--- src/rtl/upsample_window_buf.sv ---
// Tile buffer and 2x2 edge-replicated window sequencer for the bilinear upsampler.
// Define UPSAMPLE_WIN_PINGPONG_EN for two tile banks and bubble-free back-to-back tiles.
module upsample_window_buf #(
  parameter int DATA_W = 12,
  parameter int TILE_W = 4,
  parameter int TILE_H = 4,
  localparam int XW = (TILE_W > 2) ? $clog2(TILE_W) : 1,
  localparam int YW = (TILE_H > 2) ? $clog2(TILE_H) : 1
) (
  input  logic                            clk,
  input  logic                            rst,
  input  logic                            load_valid,
  output logic                            load_ready,
  input  logic [DATA_W*TILE_W*TILE_H-1:0] load_data,
  output logic                            win_valid,
  input  logic                            win_ready,
  output logic [DATA_W-1:0]               win_p00,
  output logic [DATA_W-1:0]               win_p01,
  output logic [DATA_W-1:0]               win_p10,
  output logic [DATA_W-1:0]               win_p11,
  output logic [XW-1:0]                   win_x,
  output logic [YW-1:0]                   win_y,
  output logic                            win_last
);

  localparam int NPIX = TILE_W * TILE_H;
  localparam int IW   = $clog2(NPIX) + 1;

  typedef logic [NPIX-1:0][DATA_W-1:0] tile_t;
  typedef enum logic {IDLE, SCAN} state_t;

  state_t        state_q, state_d;
  logic [XW-1:0] x_q, x_d, x_adv, x1;
  logic [YW-1:0] y_q, y_d, y_adv, y1;
  logic          x_end, y_end;
  tile_t         load_pix, rd_tile;
  logic [IW-1:0] row0, row1;
  logic [IW-2:0] a00, a01, a10, a11;

  assign load_pix = load_data;
  assign x_end    = (x_q == XW'(TILE_W - 1));
  assign y_end    = (y_q == YW'(TILE_H - 1));
  assign win_last = x_end && y_end;
  assign win_x    = x_q;
  assign win_y    = y_q;

  // Raster advance; the final window wraps back to (0,0) ready for the next tile.
  always_comb begin
    x_adv = x_end ? '0 : x_q + XW'(1);
    y_adv = y_q;
    if (x_end) y_adv = y_end ? '0 : y_q + YW'(1);
  end

  // Neighbour indices clamp at the right/bottom edge instead of wrapping.
  always_comb begin
    x1   = x_end ? x_q : x_q + XW'(1);
    y1   = y_end ? y_q : y_q + YW'(1);
    row0 = IW'(y_q) * IW'(TILE_W);
    row1 = IW'(y1) * IW'(TILE_W);
    a00  = (IW-1)'(row0 + IW'(x_q));
    a01  = (IW-1)'(row0 + IW'(x1));
    a10  = (IW-1)'(row1 + IW'(x_q));
    a11  = (IW-1)'(row1 + IW'(x1));
  end

  assign win_p00 = rd_tile[a00];
  assign win_p01 = rd_tile[a01];
  assign win_p10 = rd_tile[a10];
  assign win_p11 = rd_tile[a11];

`ifdef UPSAMPLE_WIN_PINGPONG_EN
  tile_t [1:0] tile_q, tile_d;
  logic  [1:0] full_q, full_d;
  logic        cur_q, cur_d, tgt;

  assign rd_tile = tile_q[cur_q];

  // Invariant: the shadow bank is only ever full while the scan bank is full.
  always_comb begin
    state_d    = state_q;
    x_d        = x_q;
    y_d        = y_q;
    tile_d     = tile_q;
    full_d     = full_q;
    cur_d      = cur_q;
    load_ready = !full_q[~cur_q];
    win_valid  = (state_q == SCAN);
    tgt        = full_q[cur_q] ? ~cur_q : cur_q;
    if (load_valid && load_ready) begin
      tile_d[tgt] = load_pix;
      full_d[tgt] = 1'b1;
      if (!full_q[cur_q]) begin
        x_d = '0;
        y_d = '0;
      end
    end
    if (win_valid && win_ready) begin
      x_d = x_adv;
      y_d = y_adv;
      if (win_last) begin
        full_d[cur_q] = 1'b0;
        if (full_d[~cur_q]) cur_d = ~cur_q;
      end
    end
    state_d = full_d[cur_d] ? SCAN : IDLE;
  end

  always_ff @(posedge clk or negedge rst) begin
    if (!rst) begin
      tile_q <= '0;
      full_q <= '0;
      cur_q  <= 1'b0;
    end else begin
      tile_q <= tile_d;
      full_q <= full_d;
      cur_q  <= cur_d;
    end
  end
`else
  tile_t tile_q, tile_d;

  assign rd_tile = tile_q;

  always_comb begin
    state_d    = state_q;
    x_d        = x_q;
    y_d        = y_q;
    tile_d     = tile_q;
    load_ready = 1'b0;
    win_valid  = 1'b0;
    case (state_q)
      IDLE: begin
        load_ready = 1'b1;
        if (load_valid) begin
          tile_d  = load_pix;
          x_d     = '0;
          y_d     = '0;
          state_d = SCAN;
        end
      end
      SCAN: begin
        win_valid = 1'b1;
        if (win_ready) begin
          x_d = x_adv;
          y_d = y_adv;
          if (win_last) state_d = IDLE;
        end
      end
      default: state_d = IDLE;
    endcase
  end

  always_ff @(posedge clk or negedge rst) begin
    if (!rst) tile_q <= '0;
    else      tile_q <= tile_d;
  end
`endif

  always_ff @(posedge clk or negedge rst) begin
    if (!rst) begin
      state_q <= IDLE;
      x_q     <= '0;
      y_q     <= '0;
    end else begin
      state_q <= state_d;
      x_q     <= x_d;
      y_q     <= y_d;
    end
  end

endmodule

--- config.mk ---
export PLATFORM = sky130hd
export DESIGN_NAME = upsample_window_buf
export DESIGN_NICKNAME = d
export VERILOG_FILES = /design/src/rtl/upsample_window_buf.sv
export SDC_FILE = /design/constraint.sdc
export NUM_CORES = 1
export LEC_CHECK = 0
export ABC_AREA = 1
export CAP_MARGIN = 20
export CELL_PAD_IN_SITES_DETAIL_PLACEMENT = 1
export CELL_PAD_IN_SITES_GLOBAL_PLACEMENT = 1
export CORE_MARGIN = 4
export CORE_UTILIZATION = 36
export CTS_BUF_LIST = sky130_fd_sc_hd__clkbuf_8
export DETAILED_ROUTE_END_ITERATION = 12
export PLACE_DENSITY = 0.75
export SYNTH_ARGS = -nofsm -noshare
export SYNTH_HDL_FRONTEND = slang
export SYNTH_SLANG_ARGS = --single-unit
--- constraint.sdc ---
create_clock -name clk -period 2.4 [get_ports clk]
set_input_delay 0.48 -clock clk [delete_from_list [all_inputs] [get_ports clk]]
set_output_delay 0.48 -clock clk [all_outputs]
set_load 0.005 [all_outputs]
==> results of run 1 <==
-- layout make-up --
type | count | area, um2
repair buffers | 437 | 5213
flip-flops and latches | 197 | 4936
inverters | 10 | 68.82
well taps | 461 | 576.8
clock inverters | 14 | 140.1
multi-input cells | 1263 | 9639
diodes | 16 | 40.04
fillers | 3874 | 14710
clock buffers | 18 | 247.7
-- cells in the mapped netlist --
cell / number / share of area
a21oi_1: 1 / 0.00038
buf_4: 10 / 0.0058
buf_1: 9 / 0.0026
buf_2: 43 / 0.017
o21ai_0: 3 / 0.0012
nand2_4: 1 / 0.00087
clkbuf_1: 25 / 0.0072
mux2_4: 159 / 0.18
clkinv_1: 1 / 0.00029
buf_6: 16 / 0.014
inv_2: 4 / 0.0012
nand3_1: 338 / 0.13
nand2_1: 719 / 0.21
dfrtp_1: 197 / 0.38
mux2_2: 33 / 0.029
nor3_1: 1 / 0.00038
inv_4: 2 / 0.00096
inv_1: 3 / 0.00087
o21a_1: 2 / 0.0012
ha_1: 6 / 0.0058
buf_8: 11 / 0.013
-- critical path: stages, from the launching register on --
cell and delay, ns:
dfrtp_4 0.56, ha_4 0.22, inv_8 0.10, buf_6 0.13
buf_12 0.13, buf_4 0.13, nand2_1 0.08, nand3_2 0.11
nand2_1 0.09, nand2_2 0.09, nand3_2 0.19, nand2_1 0.15
buf_2 0.13
-- worst paths after layout --
path / to / slack [ns] / cells after the start
max in group asynchronous: rd_tile[89] / 1.22 / 3
min: rd_tile[118] / 0.47 / 2
max reg2reg: win_y[0] / 0.14 / 10
min in group clk: rd_tile[83] / 0.53 / 2
max: win_p11[0] / -0.77 / 12
min reg2reg: rd_tile[42] / 0.55 / 1
-- flip-flops by register name, indices dropped and copies added (netlist names) --
| signal | cells |
|---|---|
| win_x | 2 |
| rd_tile | 192 |
| win_y | 2 |
| state_q | 1 |
-- repair_timing --
item                                    in CTS  in global routing
cloned                                      21                 12
gates resized for setup                    514                406
pin swaps                                  111                130
hold buffers                                 1                  0
endpoints found under the hold margin       51                  0
setup buffers                               67                 23
endpoints found under the setup margin      51                 53
-- cells by family after synthesis --
| family | Yosys count |
|---|---|
| and+or+nand+nor | 1059 |
| buffers and inverters | 124 |
| muxes | 192 |
| AOI/OAI and AO/OA | 6 |
| DFF | 197 |
| adders and majority gates | 6 |
-- power breakdown --
| group | internal, W | switching, W | total [W] |
|---|---|---|---|
| registers | 0.00503 | 0.00251 | 0.00754 |
| clock network | 0.000878 | 0.00148 | 0.00236 |
| logic | 0.0130 | 0.0172 | 0.0302 |
-- metrics by stage --
step,std cells,TNS [ns],utilization
detailed placement,2258,-6.732,0.4584
CTS,2379,-17.81,0.5349
floorplan,1584,0,-
global placement,2258,-5.367,0.4584
global route,2415,-26.28,0.5864
finish,2416,-25.28,0.5865
-- metal layers --
metal / global-route usage / up-vias
li1: - / 5941
met1: 0.4180 / 7612
met2: 0.5242 / 1440
met3: 0.07078 / 569
met4: 0.2181 / 0
met5: 0 / -
==> out/metrics.csv, run 1 <==
stage,metric,value,unit
yosys,ys_types,21,
die,num_rows,69,
setup_path,reg2reg_from,win_x[0],
power,power.leakage,10.10,nW
die,die_h,198.1,um
global_route,grt_usage,0.3345,
route,drc_errors,0,
setup_path,critPathKind,reg2out,
die,top_level_ports,251,
route,dr_wl_met2,35350,um
die,die_w,198.1,um
route,drt_iter0_drc,2103,
setup_path,cp-start-kind,flop,
setup_path,critPathArrivalTime,2.69,ns
yosys,synth_simple_gate_area_frac,0.3387,
clocking,cts.path.max_buffers,2,
route,detail_route.wl_per_cell,33.67,um
yosys,synth_warnings,0,
die,core-area,0.03557,mm2
clocking,cts_root_buf,clkbuf_8,
sta,slew_headroom,0.6089,
finish,final_common_cell,nand2_1,
placement,dpl.hpwl,40080,um
finish,area_delta_synth_final,60.33,%
yosys,syn-num-nets,1786,
run_status,outcome,finished with violations,
yosys,synth_top_family_by_area,simple AND/OR/NAND/NOR gates,
sta,tightest_slew,0.5867,ns
yosys,synthCells,1584,
setup_path,crit_path_start,win_x[0],
route,dr.max_layer_used,met4,
clocking,clk_latency,0.56,ns
clocking,cts_tree,yes,
route,ant_nets,0,
route,drt-met1-wl,28480,um
finish,fin_area,0.02086,mm2
global_route,grt_overflow,0,
placement,dpl-instance-area,0.01630,mm2
finish,layout_common_cells,"nand2_1, clkdlybuf4s50_1, nand3_2",
yosys,synth_area,0.01301,mm2
sta,fmax,315.7,MHz
run_status,violations,setup timing,
route,vias,15562,
yosys,synth_xor_area_frac,0,
finish,layout-drive-gt1-share,0.4894,
sta,rsz0062_at_grt,yes,
run,maxCapViolCount,0,
global_route,grt_pass1_wl,98480,um
yosys,yosys-mux-area-fraction,0.2120,
global_route,antenna_found_initial,16,
setup_path,cp-end-kind,output port,
placement,io_buffer_count,250,
yosys,seq_area_frac_synth,0.3789,
sta,setup_viol,53,
global_route,grt_max_degree,56,
power,peakVddDrop,1004,uV
power,powerDensity,1922,mW/mm2
route,dr.pass1.iters,8,
clocking,cts_buffers,17,
die,die_area,0.03925,mm2
global_route,grt_pass1_vias,15126,
sta,fin_ws,-0.7678,ns
setup_path,worstPathMaxFanout,7,
route,drt-total-wl,81350,um
power,power,0.04009,W
sta,hold_viol,0,
min_path,hold_class,in2async,
sta,fin_skew,0.03170,ns
clocking,h-tree-depth,4,
yosys,avgSynthCellArea,8.214,um2
route,route.met3.wl,9157,um
route,via_per_inst,6.441,
sta,post-route-period-util,1.320,
yosys,synth-adder-area-share,0.005770,
die,start_util,0.3658,
placement,globalplace.congestion,0.9084,
clocking,cts_num_sinks,197,
finish,fin_nets,2128,
placement,pre_cts_slack,-0.2541,ns
setup_path,required,1.92,ns
yosys,synth-compound-area-share,0.002693,
sta,fin_crit,3.168,ns
sta,fin_hold_ws,0.4692,ns
sta,maxSlewViolCount,0,
clocking,path_clk_slew,0.13,ns
yosys,yosys_register_bits,197,
No activity file was read; power rests on OpenSTA's default activity.
==> run 2, diff against run 1 <==
--- a/config.mk
+++ b/config.mk
@@ -10,10 +10,10 @@
 export CELL_PAD_IN_SITES_DETAIL_PLACEMENT = 1
 export CELL_PAD_IN_SITES_GLOBAL_PLACEMENT = 1
 export CORE_MARGIN = 4
-export CORE_UTILIZATION = 36
+export CORE_UTILIZATION = 43
 export CTS_BUF_LIST = sky130_fd_sc_hd__clkbuf_8
 export DETAILED_ROUTE_END_ITERATION = 12
-export PLACE_DENSITY = 0.75
+export PLACE_DENSITY = 0.84
 export SYNTH_ARGS = -nofsm -noshare
 export SYNTH_HDL_FRONTEND = slang
 export SYNTH_SLANG_ARGS = --single-unit
==> constraint.sdc (replaced) <==
create_clock -name clk -period 4 [get_ports clk]
set_input_delay 0.8 -clock clk [delete_from_list [all_inputs] [get_ports clk]]
set_output_delay 0.8 -clock clk [all_outputs]
set_load 0.005 [all_outputs]
==> run 2 against run 1 <==
Effect of this change: the run now ends clean; sequential cell count did not move; count of clock-buffer cells in the layout did not move; final area fell by 23%; via count fell by 19%; sequential power fell by 42%; register-to-register slack improved by 1.6 ns; highest routed layer unchanged; combinational power fell by 65%; first-iteration DRC count fell by 44%; clock power fell by 44%; non-clock buffer count fell by 161; sequential share of layout area rose by 7.2 points.
==> out/metrics.csv, run 2 (synthesis results as in run 1) <==
stage,metric,value,unit,change
die,start_util,0.4378,,+0.07203
global_route,grt_pass1_vias,13126,,-13%
global_route,grt_overflow,0,,unchanged
route,drt_iter0_drc,1170,,-44%
die,top_level_ports,251,,unchanged
finish,area_delta_synth_final,22.97,%,
clocking,cts_num_sinks,197,,unchanged
route,dr.pass1.iters,5,,-3
route,detail_route.wl_per_cell,24.56,um,-27%
route,via_per_inst,5.817,,-9.7%
route,vias,12612,,-19%
die,num_rows,63,,-8.7%
sta,slew_headroom,0.4210,,-0.1879
clocking,clk_latency,0.49,ns,-0.07 ns
placement,place_inst,2135,,-5.4%
placement,dpl.hpwl,37680,um,-6.0%
finish,antennaDiodeCount,0,,-16
finish,fin_nets,1967,,-7.6%
clocking,post-cts-setup-buffers,0,,-100%
finish,layout-drive-gt1-share,0.1485,,-0.3409
sta,fin_hold_ws,0.2472,ns,-0.2221 ns
placement,io_buffer_count,250,,unchanged
power,power.leakage,8.013,nW,-21%
sta,rsz0062_at_grt,no,,
global_route,grt_usage,0.3125,,-0.02202
die,die_w,182.0,um,-8.2%
setup_path,reg2reg_depth,4,,-6
clocking,ctsHoldBuffers,0,,-1
route,drc_errors,0,,unchanged
setup_path,r2r_end,rd_tile[59],,
clocking,cts_tree,yes,,
sta,maxSlewViolCount,0,,unchanged
clocking,cts.path.max_buffers,2,,unchanged
setup_path,critPathKind,reg2out,,
finish,final_cells,2168,,-10%
setup_path,cp-start-kind,flop,,
sta,setup-tns-final,0,ns,+25.28 ns
finish,layout_common_cells,"nand2_1, nand3_1, clkdlybuf4s50_1",,
setup_path,reg2reg_from,state_q,,
route,drt-total-wl,53240,um,-35%
power,powerDensity,1026,mW/mm2,-47%
finish,final_common_cell,nand2_1,,
run,maxCapViolCount,0,,unchanged
setup_path,regToRegSetupSlack,1.75,ns,+1.61 ns
sta,tightest_slew,0.8685,ns,+0.2818 ns
sta,fin_skew,0.01470,ns,-0.01700 ns
sta,post-route-period-util,0.9630,,
setup_path,cp-end-kind,output port,,
die,die_h,182.0,um,-8.2%
sta,fmax,259.6,MHz,
clocking,cts_root_buf,clkbuf_8,,
min_path,hold_class,in2async,,
clocking,path_clk_slew,0.12,ns,about the same
global_route,grt_pass1_wl,79470,um,-19%
setup_path,required,3.20,ns,+1.28 ns
setup_path,critPathArrivalTime,3.05,ns,+0.36 ns
power,power,0.01642,W,-59%
global_route,antenna_found_initial,0,,-16
sta,setup_viol,0,,-100%
sta,fin_crit,3.852,ns,
route,ant_nets,0,,unchanged
die,die_area,0.03311,mm2,-16%
clocking,cts_buffers,17,,unchanged
sta,hold_viol,0,,unchanged
die,core-area,0.02972,mm2,-16%
finish,largest_reg_flops,192,,unchanged
power,peakVddDrop,500.8,uV,-50%
clocking,h-tree-depth,4,,unchanged
global_route,grt_max_degree,98,,+75%
run_status,outcome,finished clean,,
placement,globalplace.congestion,0.9519,,+4.8%
setup_path,worstPathMaxFanout,48,,+41
[run 2: worst max-delay path: stages, from the launching register on]
cell and delay (ns):
dfrtp_2 0.42, inv_2 0.28, ha_2 0.31, buf_8 0.36, nand3_1 0.26, nand2_1 0.12, nand2_1 0.06, nand3_1 0.10
nand2_1 0.15, clkdlybuf4s50_1 0.49
[run 2: per-layer routing]
layer | part of all wire | track usage | vias up
met5 | 0 | 0 | -
met4 | 0.060 | 0.1546 | 0
met3 | 0.073 | 0.04888 | 139
met2 | 0.46 | 0.5103 | 621
met1 | 0.40 | 0.4044 | 6282
li1 | - | - | 5570
[run 2: report_power, final]
group / total [W] / internal, W / switching (W) / leakage (nW)
clock: 0.00132 / 0.000479 / 0.000842 / 0.192
sequential: 0.00436 / 0.00302 / 0.00134 / 2.34
combinational: 0.0107 / 0.00477 / 0.00597 / 5.49
[run 2: per-stage QoR]
stage / util / setup slack [ns] / cell area (um2)
global placement: 0.5237 / 0.5092 / 15560
floorplan: - / 1.321 / 13010
CTS: 0.5370 / 0.09607 / 15960
detailed placement: 0.5237 / 0.5092 / 15560
global route: 0.5384 / 0.01815 / 16000
finish: 0.5384 / 0.1480 / 16000
[run 2: layout make-up]
type	instances	area, um2
Sequential cell	197	4936
Multi-Input combinational cell	1263	7302
Timing Repair Buffer	276	2838
Fill cell	3525	13720
Tap cell	390	488.0
Inverter	10	50.05
Clock buffer	18	247.7
Clock inverter	14	138.9
[run 2: worst max-delay path by stage]
stage | startpoint | endpoint | slack [ns] | cells past startpoint
after floorplan | win_y[1] | win_p10[1] | 1.32 | 9
after global placement | win_x[1] | win_p01[9] | 0.51 | 9
after detailed placement | win_x[1] | win_p01[9] | 0.51 | 9
after CTS | win_x[1] | win_p01[9] | 0.1 | 9
after global routing | win_x[0] | win_p00[6] | 0.02 | 9
final | win_x[1] | win_p01[9] | 0.15 | 9
[run 2: repair_timing]
| action | 4_1_cts | 5_1_grt |
|---|---|---|
| gates resized for setup | 3 | 5 |
| cloned | 0 | 1 |
| setup endpoints to repair | 6 | 7 |
